### src/rtl/div_unit_pkg.sv
// Shared encodings for the divide unit: ALU opcodes that start a divide
// and the 2-bit FSM state codes.
package div_unit_pkg;

  localparam logic [7:0] DIV_OP  = 8'h1A;
  localparam logic [7:0] DIVU_OP = 8'h1B;

  localparam logic [1:0] S_IDLE    = 2'd0;
  localparam logic [1:0] S_DIVZERO = 2'd1;
  localparam logic [1:0] S_ON      = 2'd2;
  localparam logic [1:0] S_END     = 2'd3;

  localparam int unsigned DIV_STEPS = 32;

endpackage

### src/rtl/div_unit.sv
// Iterative radix-2 restoring divider (signed/unsigned, 32-bit) producing
// {HI=remainder, LO=quotient}; one quotient bit per cycle.
module div_unit
  import div_unit_pkg::*;
(
  input  logic        clk,
  input  logic        rst,
  input  logic [7:0]  alucontrol,
  input  logic        start,
  input  logic        annul,
  input  logic [31:0] a,
  input  logic [31:0] b,
  output logic        busy,
  output logic        ready,
  output logic [63:0] result,
  output logic        div_zero,
  output logic [1:0]  dbg_state
);

  // Handshake: a request is taken only in IDLE when start=1, annul=0 and the
  // opcode is DIV/DIVU; ready pulses one cycle (with div_zero) when result is
  // updated, and nothing else is accepted while busy=1.

  logic [1:0]  state_q, state_d;
  logic [5:0]  cnt_q, cnt_d;
  logic [64:0] pr_q, pr_d;
  logic [32:0] dvsr_q, dvsr_d;
  logic        neg_quo_q, neg_quo_d;
  logic        neg_rem_q, neg_rem_d;
  logic        dz_q, dz_d;
  logic [63:0] result_q, result_d;
  logic        ready_q, ready_d;
  logic        div_zero_q, div_zero_d;

  logic        is_div_op;
  logic        is_signed;
  logic [31:0] abs_a, abs_b;
  logic [64:0] shifted;
  logic [32:0] trial;
  logic [31:0] quo_fix, rem_fix;

  assign is_div_op = (alucontrol == DIV_OP) || (alucontrol == DIVU_OP);
  assign is_signed = (alucontrol == DIV_OP);
  assign abs_a     = (is_signed && a[31]) ? (32'd0 - a) : a;
  assign abs_b     = (is_signed && b[31]) ? (32'd0 - b) : b;

  // The single 33-bit trial subtract; a clear borrow bit means the divisor fits.
  assign shifted = {pr_q[63:0], 1'b0};
  assign trial   = shifted[64:32] - dvsr_q;

  assign quo_fix = neg_quo_q ? (32'd0 - pr_q[31:0])  : pr_q[31:0];
  assign rem_fix = neg_rem_q ? (32'd0 - pr_q[63:32]) : pr_q[63:32];

  always_comb begin
    state_d    = state_q;
    cnt_d      = cnt_q;
    pr_d       = pr_q;
    dvsr_d     = dvsr_q;
    neg_quo_d  = neg_quo_q;
    neg_rem_d  = neg_rem_q;
    dz_d       = dz_q;
    result_d   = result_q;
    ready_d    = 1'b0;
    div_zero_d = 1'b0;

    case (state_q)
      S_IDLE: begin
        if (start && is_div_op) begin
          pr_d      = {33'd0, abs_a};
          dvsr_d    = {1'b0, abs_b};
          neg_quo_d = is_signed && (a[31] ^ b[31]);
          neg_rem_d = is_signed && a[31];
          dz_d      = (b == 32'd0);
          cnt_d     = 6'd0;
          state_d   = (b == 32'd0) ? S_DIVZERO : S_ON;
        end
      end
      S_ON: begin
        pr_d  = trial[32] ? shifted : {trial, shifted[31:1], 1'b1};
        cnt_d = cnt_q + 6'd1;
        if (cnt_q == 6'(DIV_STEPS - 1)) state_d = S_END;
      end
      S_DIVZERO: begin
        state_d = S_END;
      end
      S_END: begin
        state_d    = S_IDLE;
        ready_d    = 1'b1;
        div_zero_d = dz_q;
        result_d   = dz_q ? 64'd0 : {rem_fix, quo_fix};
      end
      default: state_d = S_IDLE;
    endcase

    // A flush cancels whatever was in flight, including a request this cycle.
    if (annul) begin
      state_d    = S_IDLE;
      cnt_d      = 6'd0;
      ready_d    = 1'b0;
      div_zero_d = 1'b0;
      result_d   = result_q;
    end
  end

  always_ff @(posedge clk) begin
    if (rst) begin
      state_q    <= S_IDLE;
      cnt_q      <= 6'd0;
      pr_q       <= 65'd0;
      dvsr_q     <= 33'd0;
      neg_quo_q  <= 1'b0;
      neg_rem_q  <= 1'b0;
      dz_q       <= 1'b0;
      result_q   <= 64'd0;
      ready_q    <= 1'b0;
      div_zero_q <= 1'b0;
    end else begin
      state_q    <= state_d;
      cnt_q      <= cnt_d;
      pr_q       <= pr_d;
      dvsr_q     <= dvsr_d;
      neg_quo_q  <= neg_quo_d;
      neg_rem_q  <= neg_rem_d;
      dz_q       <= dz_d;
      result_q   <= result_d;
      ready_q    <= ready_d;
      div_zero_q <= div_zero_d;
    end
  end

  assign busy      = (state_q != S_IDLE);
  assign ready     = ready_q;
  assign div_zero  = div_zero_q;
  assign result    = result_q;
  assign dbg_state = state_q;

endmodule

### config.mk
export PLATFORM = sky130hd
export DESIGN_NAME = div_unit
export DESIGN_NICKNAME = d
export VERILOG_FILES = /design/src/rtl/div_unit_pkg.sv /design/src/rtl/div_unit.sv
export SDC_FILE = /design/constraint.sdc
export NUM_CORES = 1
export LEC_CHECK = 0
export ABC_AREA = 1
export BUFFER_PORTS_ARGS = -buffer_cell sky130_fd_sc_hd__buf_4
export CAP_MARGIN = 15
export CORE_MARGIN = 2
export CORE_UTILIZATION = 45
export DETAILED_ROUTE_END_ITERATION = 7
export PLACE_DENSITY_LB_ADDON = 0.08
export SLEW_MARGIN = 20
export SYNTH_ARGS = -nofsm -noshare
export SYNTH_HDL_FRONTEND = slang
export SYNTH_SLANG_ARGS = --single-unit
### constraint.sdc
create_clock -name clk -period 5.2 [get_ports clk]
set_clock_uncertainty 0.2 [all_clocks]
set_input_delay 1.04 -clock clk [delete_from_list [all_inputs] [get_ports clk]]
set_output_delay 1.04 -clock clk [all_outputs]
set_load 0.005 [all_outputs]
==> qor.yml, run 1 <==
clock_tree:
  clock_path_buffers: 2
  cts-root-buf: "clkbuf_16"
  cts_tree: "done"
  cts.sinks: 173
  cts-buffers-inserted: 17
  hold_buffers: 0
  cts_resized: 0
  insertion_delay_ps: 450
  clkTransAtPathRegs_ps: 70
  cts_setup_buffers: 0
  cts_htree_levels: 4
pwr:
  p_seq_share_pct: 44.4
  p_sw_mw: 0.8280
  power_density_mw_per_mm2: 193.4
  p_leak_nw: 7.336
  internal_power_mw: 2.165
  swShare_pct: 27.67
  p_comb_share_pct: 11.1
  peakVddDrop_v: 0.0002293
  pwr-share-clk_pct: 44.6
sta:
  worst_pin_slew_ps: 1041
  finalCriticalPeriod_ps: 3476
  clock.fmax_ghz: 0.2877
  slew_headroom_pct: 30.48
  finalSetupViolCount: 0
  fin_crit_sh_pct: 66.84
  hold_viol_final: 0
  grt_setup_unrepaired: "false"
  slew_viol_final: 0
  tns_ps: 0
  setup_ws_ps: 1724
synthesis:
  yosys_warnings: 0
  synth_top_area_cell: "dfxtp_1"
  syn-num-nets: 2354
  ys_types: 52
  syn_area_mm2: 0.01364
  synthTopCellsByArea: "dfxtp_1, nand2_1, inv_1, a21oi_1, nand3_1"
  synth_enable_flop_cells: 0
  yosysSeqAreaShare_pct: 25.39
  async_reset_ff_share_pct: 0
  syn_inst: 2237
  synth_top_area_share_pct: 25.39
  synthFlopType: "dfxtp_1"
  syn_area_per_cell_um2: 6.097
  ys_ff_latch: 173
worst_setup_path:
  worstSetupPathType: "in -> reg"
  critPathRequiredTime_ps: 5280
  worstSetupEndpointType: "flop"
  path_max_fanout: 89
  startpoint_type: "input port"
  cp_data_arrival_time_ps: 3560
global_route:
  antenna_found_initial: 0
  grt_pass1_wl_mm: 67.50
  grtUsageTotal_pct: 27.05
  grt-ovfl-total: 0
  grt_pass1_vias: 12535
  grt_max_degree: 90
floorplan:
  dieArea_mm2: 0.03172
  die_w_um: 178.1
  core_mm2: 0.02972
  initial_utilization_pct: 45.89
  die_h_um: 178.1
  rows: 63
  ios: 145
route:
  routed_via_density: 5.237
  ant_nets: 0
  drc_errors: 0
  via_count: 14308
  wl_per_cell_um: 15.83
  drt-initial-drc-count: 1341
  wirelength_mm: 43.24
  firstDrtPassIters: 5
placed_design:
  port_buffers: 144
  place_area_mm2: 0.01488
  placedCellCount: 2700
  pre_cts_slack_ps: 1339
  dp_hpwl_mm: 34.08
  globalplace.congestion: 0.9309
cells_and_area:
  fin_cells: 2732
  layout_common_cells: "nand2_1, inv_1, a21oi_1"
  layout-drive-gt1-share_pct: 13.36
  utilization_pct: 52.06
  area_delta_synth_final_pct: 13.44
  stdcell_area_mm2: 0.01547
  layout_commonest_cell: "nand2_1"
  n_antenna_cell: 0
  final_nets: 2446
hold_path:
  hold_class: "reg -> reg"
flow_run:
  cap_violations: 0
outcome:
  outcome: "finished clean"
-- power by group through the flow --
| stage | clock [mW] | combinational [mW] | sequential [mW] |
|---|---|---|---|
| 3_5_place_dp | 0 | 0.328 | 1.36 |
| 3_3_place_gp | 0 | 0.328 | 1.36 |
| 2_1_floorplan | 0 | 0.221 | 1.36 |
| 6_report | 1.33 | 0.331 | 1.33 |
| 5_1_grt | 1.40 | 0.367 | 1.33 |
| 4_1_cts | 1.35 | 0.329 | 1.33 |
-- synthesized netlist by cell type (6+ instances only) --
library cell,instances
o2111ai_1,6
nor2_2,14
clkbuf_1,49
nand2_1,602
xor2_1,43
a21oi_2,21
ha_1,40
dfxtp_1,173
o21ai_0,108
nand3b_1,14
nor3_1,29
xnor2_1,13
inv_2,16
o21ai_1,10
nand2_2,12
o211ai_1,10
nor2_1,165
nand3_1,200
or2_2,6
a21oi_1,228
nand2_4,25
buf_1,6
nand3_2,22
buf_2,15
inv_1,321
nand4_1,35
-- layout make-up --
class / count / area, µm²
clock buffer: 19 / 432.9
clock inverter: 13 / 157.7
fill: 3161 / 14250
inverter: 338 / 1269
multi-input combinational: 1647 / 8519
sequential: 173 / 3463
tap: 390 / 488.0
timing repair buffer: 152 / 1141
-- sequential cells by signal (all words and copies together) (netlist names) --
signal / count
cnt_q: 6
dbg_state: 2
div_zero: 1
dvsr_q: 32
dz_q: 1
neg_quo_q: 1
neg_rem_q: 1
pr_q: 64
ready: 1
result: 64
-- cell families (layout without fill, tap and decap cells) --
family | Yosys count | in the layout | share of synthesized area [%]
XOR/XNOR | 56 | 56 | 3.596
adder cells (fa/ha/maj) | 41 | 41 | 3.817
AO/OA/AOI/OAI | 409 | 409 | 16.77
AND/OR/NAND/NOR | 1141 | 1141 | 38.27
flip-flops | 173 | 173 | 25.39
buffers and inverters | 417 | 522 | 12.16
-- layer usage --
layer / wire length (µm) / part of all wire (%) / vias up / GRT usage, %
met4: 629 / 1.5 / 0 / 6.250
met2: 16750 / 39 / 460 / 36.72
li1: - / - / 7388 / -
met5: 0 / 0 / - / 0
met1: 23120 / 53 / 6429 / 43.72
met3: 2751 / 6.4 / 31 / 3.730
-- stage by stage --
step | total power, mW | hold slack, ps
6_report | 2.993 | 264.8
5_1_grt | 3.089 | 280.5
4_1_cts | 3.005 | 266.6
3_5_place_dp | 1.686 | 255.6
3_3_place_gp | 1.686 | 253.2
2_1_floorplan | 1.579 | 240.3
-- worst paths after layout --
| check | from | to | slack, ps | cells after the start |
|---|---|---|---|---|
| min reg2reg | result[2] | result[2] | 260 | 2 |
| max | alucontrol[4] | pr_q[20] | 1720 | 15 |
| min | result[2] | result[2] | 260 | 2 |
| max reg2reg | dbg_state[0] | pr_q[20] | 1750 | 12 |
-- worst max-delay path: stages --
cell and delay [ps]:
buf_4 110, inv_1 40, nor2_1 30, nand2_1 60, inv_2 40, nand2_1 90
nor2_2 40, buf_4 230, inv_2 460, o21ai_4 200, inv_2 100, buf_4 690
a21oi_1 140, o21ai_1 160, a21oi_1 90
No activity file was read; power rests on OpenSTA's default activity.
==> inputs of run 2 (changes only) <==
Clock period 5.2 ns to 3.08 ns, I/O delays scaled along.
==> run 2 against run 1 <==
  * Non-clock buffer count grew 25
  * Sequential cell count is the same
  * Routed wire length grew 0.57%
  * Core utilization grew 0.86 points
  * First-iteration DRC count shrank 11%
  * Sequential power grew 68%
  * Die area is the same
  * Via count grew 0.43%
  * Combinational power grew 72%
  * Clock power grew 77%
  * Global-route usage grew 0.48 points
==> qor.yml, run 2 (synthesis results as in run 1) <==
route:
  routed_via_density: 5.212
  wl_per_cell_um: 15.77
  drt-initial-drc-count: 1191
  firstDrtPassIters: 5
  via_count: 14370
  wirelength_mm: 43.49
  drc_errors: 0
  ant_nets: 0
pwr:
  swShare_pct: 26.62
  internal_power_mw: 3.785
  p_sw_mw: 1.373
  peakVddDrop_v: 0.0003451
  p_comb_share_pct: 11.0
  p_seq_share_pct: 43.4
  pwr-share-clk_pct: 45.5
  power_density_mw_per_mm2: 327.9
  p_leak_nw: 7.486
sta:
  finalSetupViolCount: 0
  tns_ps: 0
  slew_viol_final: 0
  finalCriticalPeriod_ps: 2885
  fin_crit_sh_pct: 93.68
  clock.fmax_ghz: 0.3466
  slew_headroom_pct: 42.83
  worst_pin_slew_ps: 857.6
  grt_setup_unrepaired: "false"
  hold_viol_final: 0
cells_and_area:
  final_nets: 2471
  n_antenna_cell: 0
  layout_commonest_cell: "nand2_1"
  nFillCells: 3150
  area_delta_synth_final_pct: 15.32
  layout-drive-gt1-share_pct: 14.36
  seqCellArea_mm2: 0.003463
  layout_common_cells: "nand2_1, inv_1, a21oi_1"
  multi_input_area_mm2: 0.008519
  utilization_pct: 52.92
floorplan:
  core_mm2: 0.02972
  rows: 63
  die_w_um: 178.1
  initial_utilization_pct: 45.89
  die_h_um: 178.1
  ios: 145
  dieArea_mm2: 0.03172
worst_setup_path:
  startpoint_type: "flop"
  worstSetupPathType: "reg -> reg"
  max_stage_delay_ps: 390
  r2r_start: "pr_q[31]"
  path_max_fanout: 24
  cp_data_arrival_time_ps: 3000
  critPathRequiredTime_ps: 3190
  rrSetupSlack_ps: 190
  worstReg2RegEnd: "pr_q[45]"
  worstSetupEndpointType: "flop"
  crit_top_cell: "nand2_4"
  path_cells: "inv_1 > ha_1 > fa_1 > inv_1 > nand2_1 > nand2_1 > nand3_2 > nand2_4 > nand2_4 > nand2_4 > nand2_4 > nand2_4 > nand2_8 > nand2_8 > buf_12 > nand2_4 > nand3_2 > a21oi_2"
  r2r_cells: 18
  slowest_stage: "fa_1"
clock_tree:
  cts_setup_buffers: 0
  cts_htree_levels: 4
  cts-buffers-inserted: 17
  hold_buffers: 0
  clkTransAtPathRegs_ps: 70
  cts.sinks: 173
  insertion_delay_ps: 450
  cts_tree: "done"
  clock_path_buffers: 2
  cts-root-buf: "clkbuf_16"
  cts_resized: 0
placed_design:
  globalplace.congestion: 1.002
  port_buffers: 144
  dp_hpwl_mm: 34.44
hold_path:
  holdPathEnd: "result[46]"
  holdPathStages: 2
  holdCritStartpoint: "result[46]"
  hold_class: "reg -> reg"
global_route:
  grt_pass1_wl_mm: 68.45
  grt-ovfl-total: 0
  antenna_found_initial: 0
  grtUsageTotal_pct: 27.53
  grt_max_degree: 83
  grt_pass1_vias: 12936
flow_run:
  cap_violations: 0
outcome:
  outcome: "finished clean"
==> run 2: changes by cell type in the layout (fill, tap and decap cells not counted), sizes merged <==
cell	previous run	this run
buf	152	177
clkinvlp	1	2
bufinv	2	3
clkinv	6	5
inv	342	341
==> run 2: layout make-up <==
type / instances / area share (%)
clock buffers: 19 / 2.880
inverters: 338 / 8.067
well taps: 390 / 3.103
multi-input cells: 1647 / 54.17
flip-flops and latches: 173 / 22.02
repair buffers: 177 / 8.608
clock inverters: 13 / 1.154
==> run 2: how the worst max path moves through the flow <==
stage / slack, ps / cells after the start / end / from
2_1_floorplan: 640 / 18 / pr_q[45] / pr_q[31]
3_3_place_gp: 260 / 18 / pr_q[45] / pr_q[31]
3_5_place_dp: 190 / 18 / pr_q[61] / pr_q[31]
4_1_cts: 180 / 18 / pr_q[45] / pr_q[31]
5_1_grt: 5 / 18 / pr_q[59] / pr_q[31]
6_report: 190 / 18 / pr_q[45] / pr_q[31]
==> run 2: power by group through the flow <==
stage / Combinational [mW] / Clock [mW] / Sequential, mW
CTS: 0.563 / 2.39 / 2.24
global placement: 0.556 / 0 / 2.29
finish: 0.568 / 2.35 / 2.24
global route: 0.627 / 2.48 / 2.24
detailed placement: 0.562 / 0 / 2.29
floorplan: 0.374 / 0 / 2.29
==> run 2: critical path, delay by kind of cell, from the launching register on <==
family	cells	cell delay, ps
compound gates	1	50
buf+inv	3	410
fa+ha+maj	2	630
simple gates	12	1070
flops	1	370
==> run 2: stage by stage <==
stage	cell area, µm²	setup WS [ps]	hold slack, ps	cells	power, mW
2_1_floorplan	13640	639.5	240.3	2237	2.665
3_3_place_gp	15090	261.4	251.9	2725	2.849
3_5_place_dp	15090	194.1	255.4	2725	2.854
4_1_cts	15730	181.1	252.2	2757	5.198
5_1_grt	15730	5.166	280.8	2757	5.347
6_report	15730	194.7	263.4	2757	5.157
==> run 2: metal layers <==
metal,wire (µm),up-vias,global-route usage [%]
met5,0,-,0
met3,3079,45,3.410
met2,17110,482,38.81
met4,816,0,7.514
li1,-,7443,-
met1,22490,6400,43.15
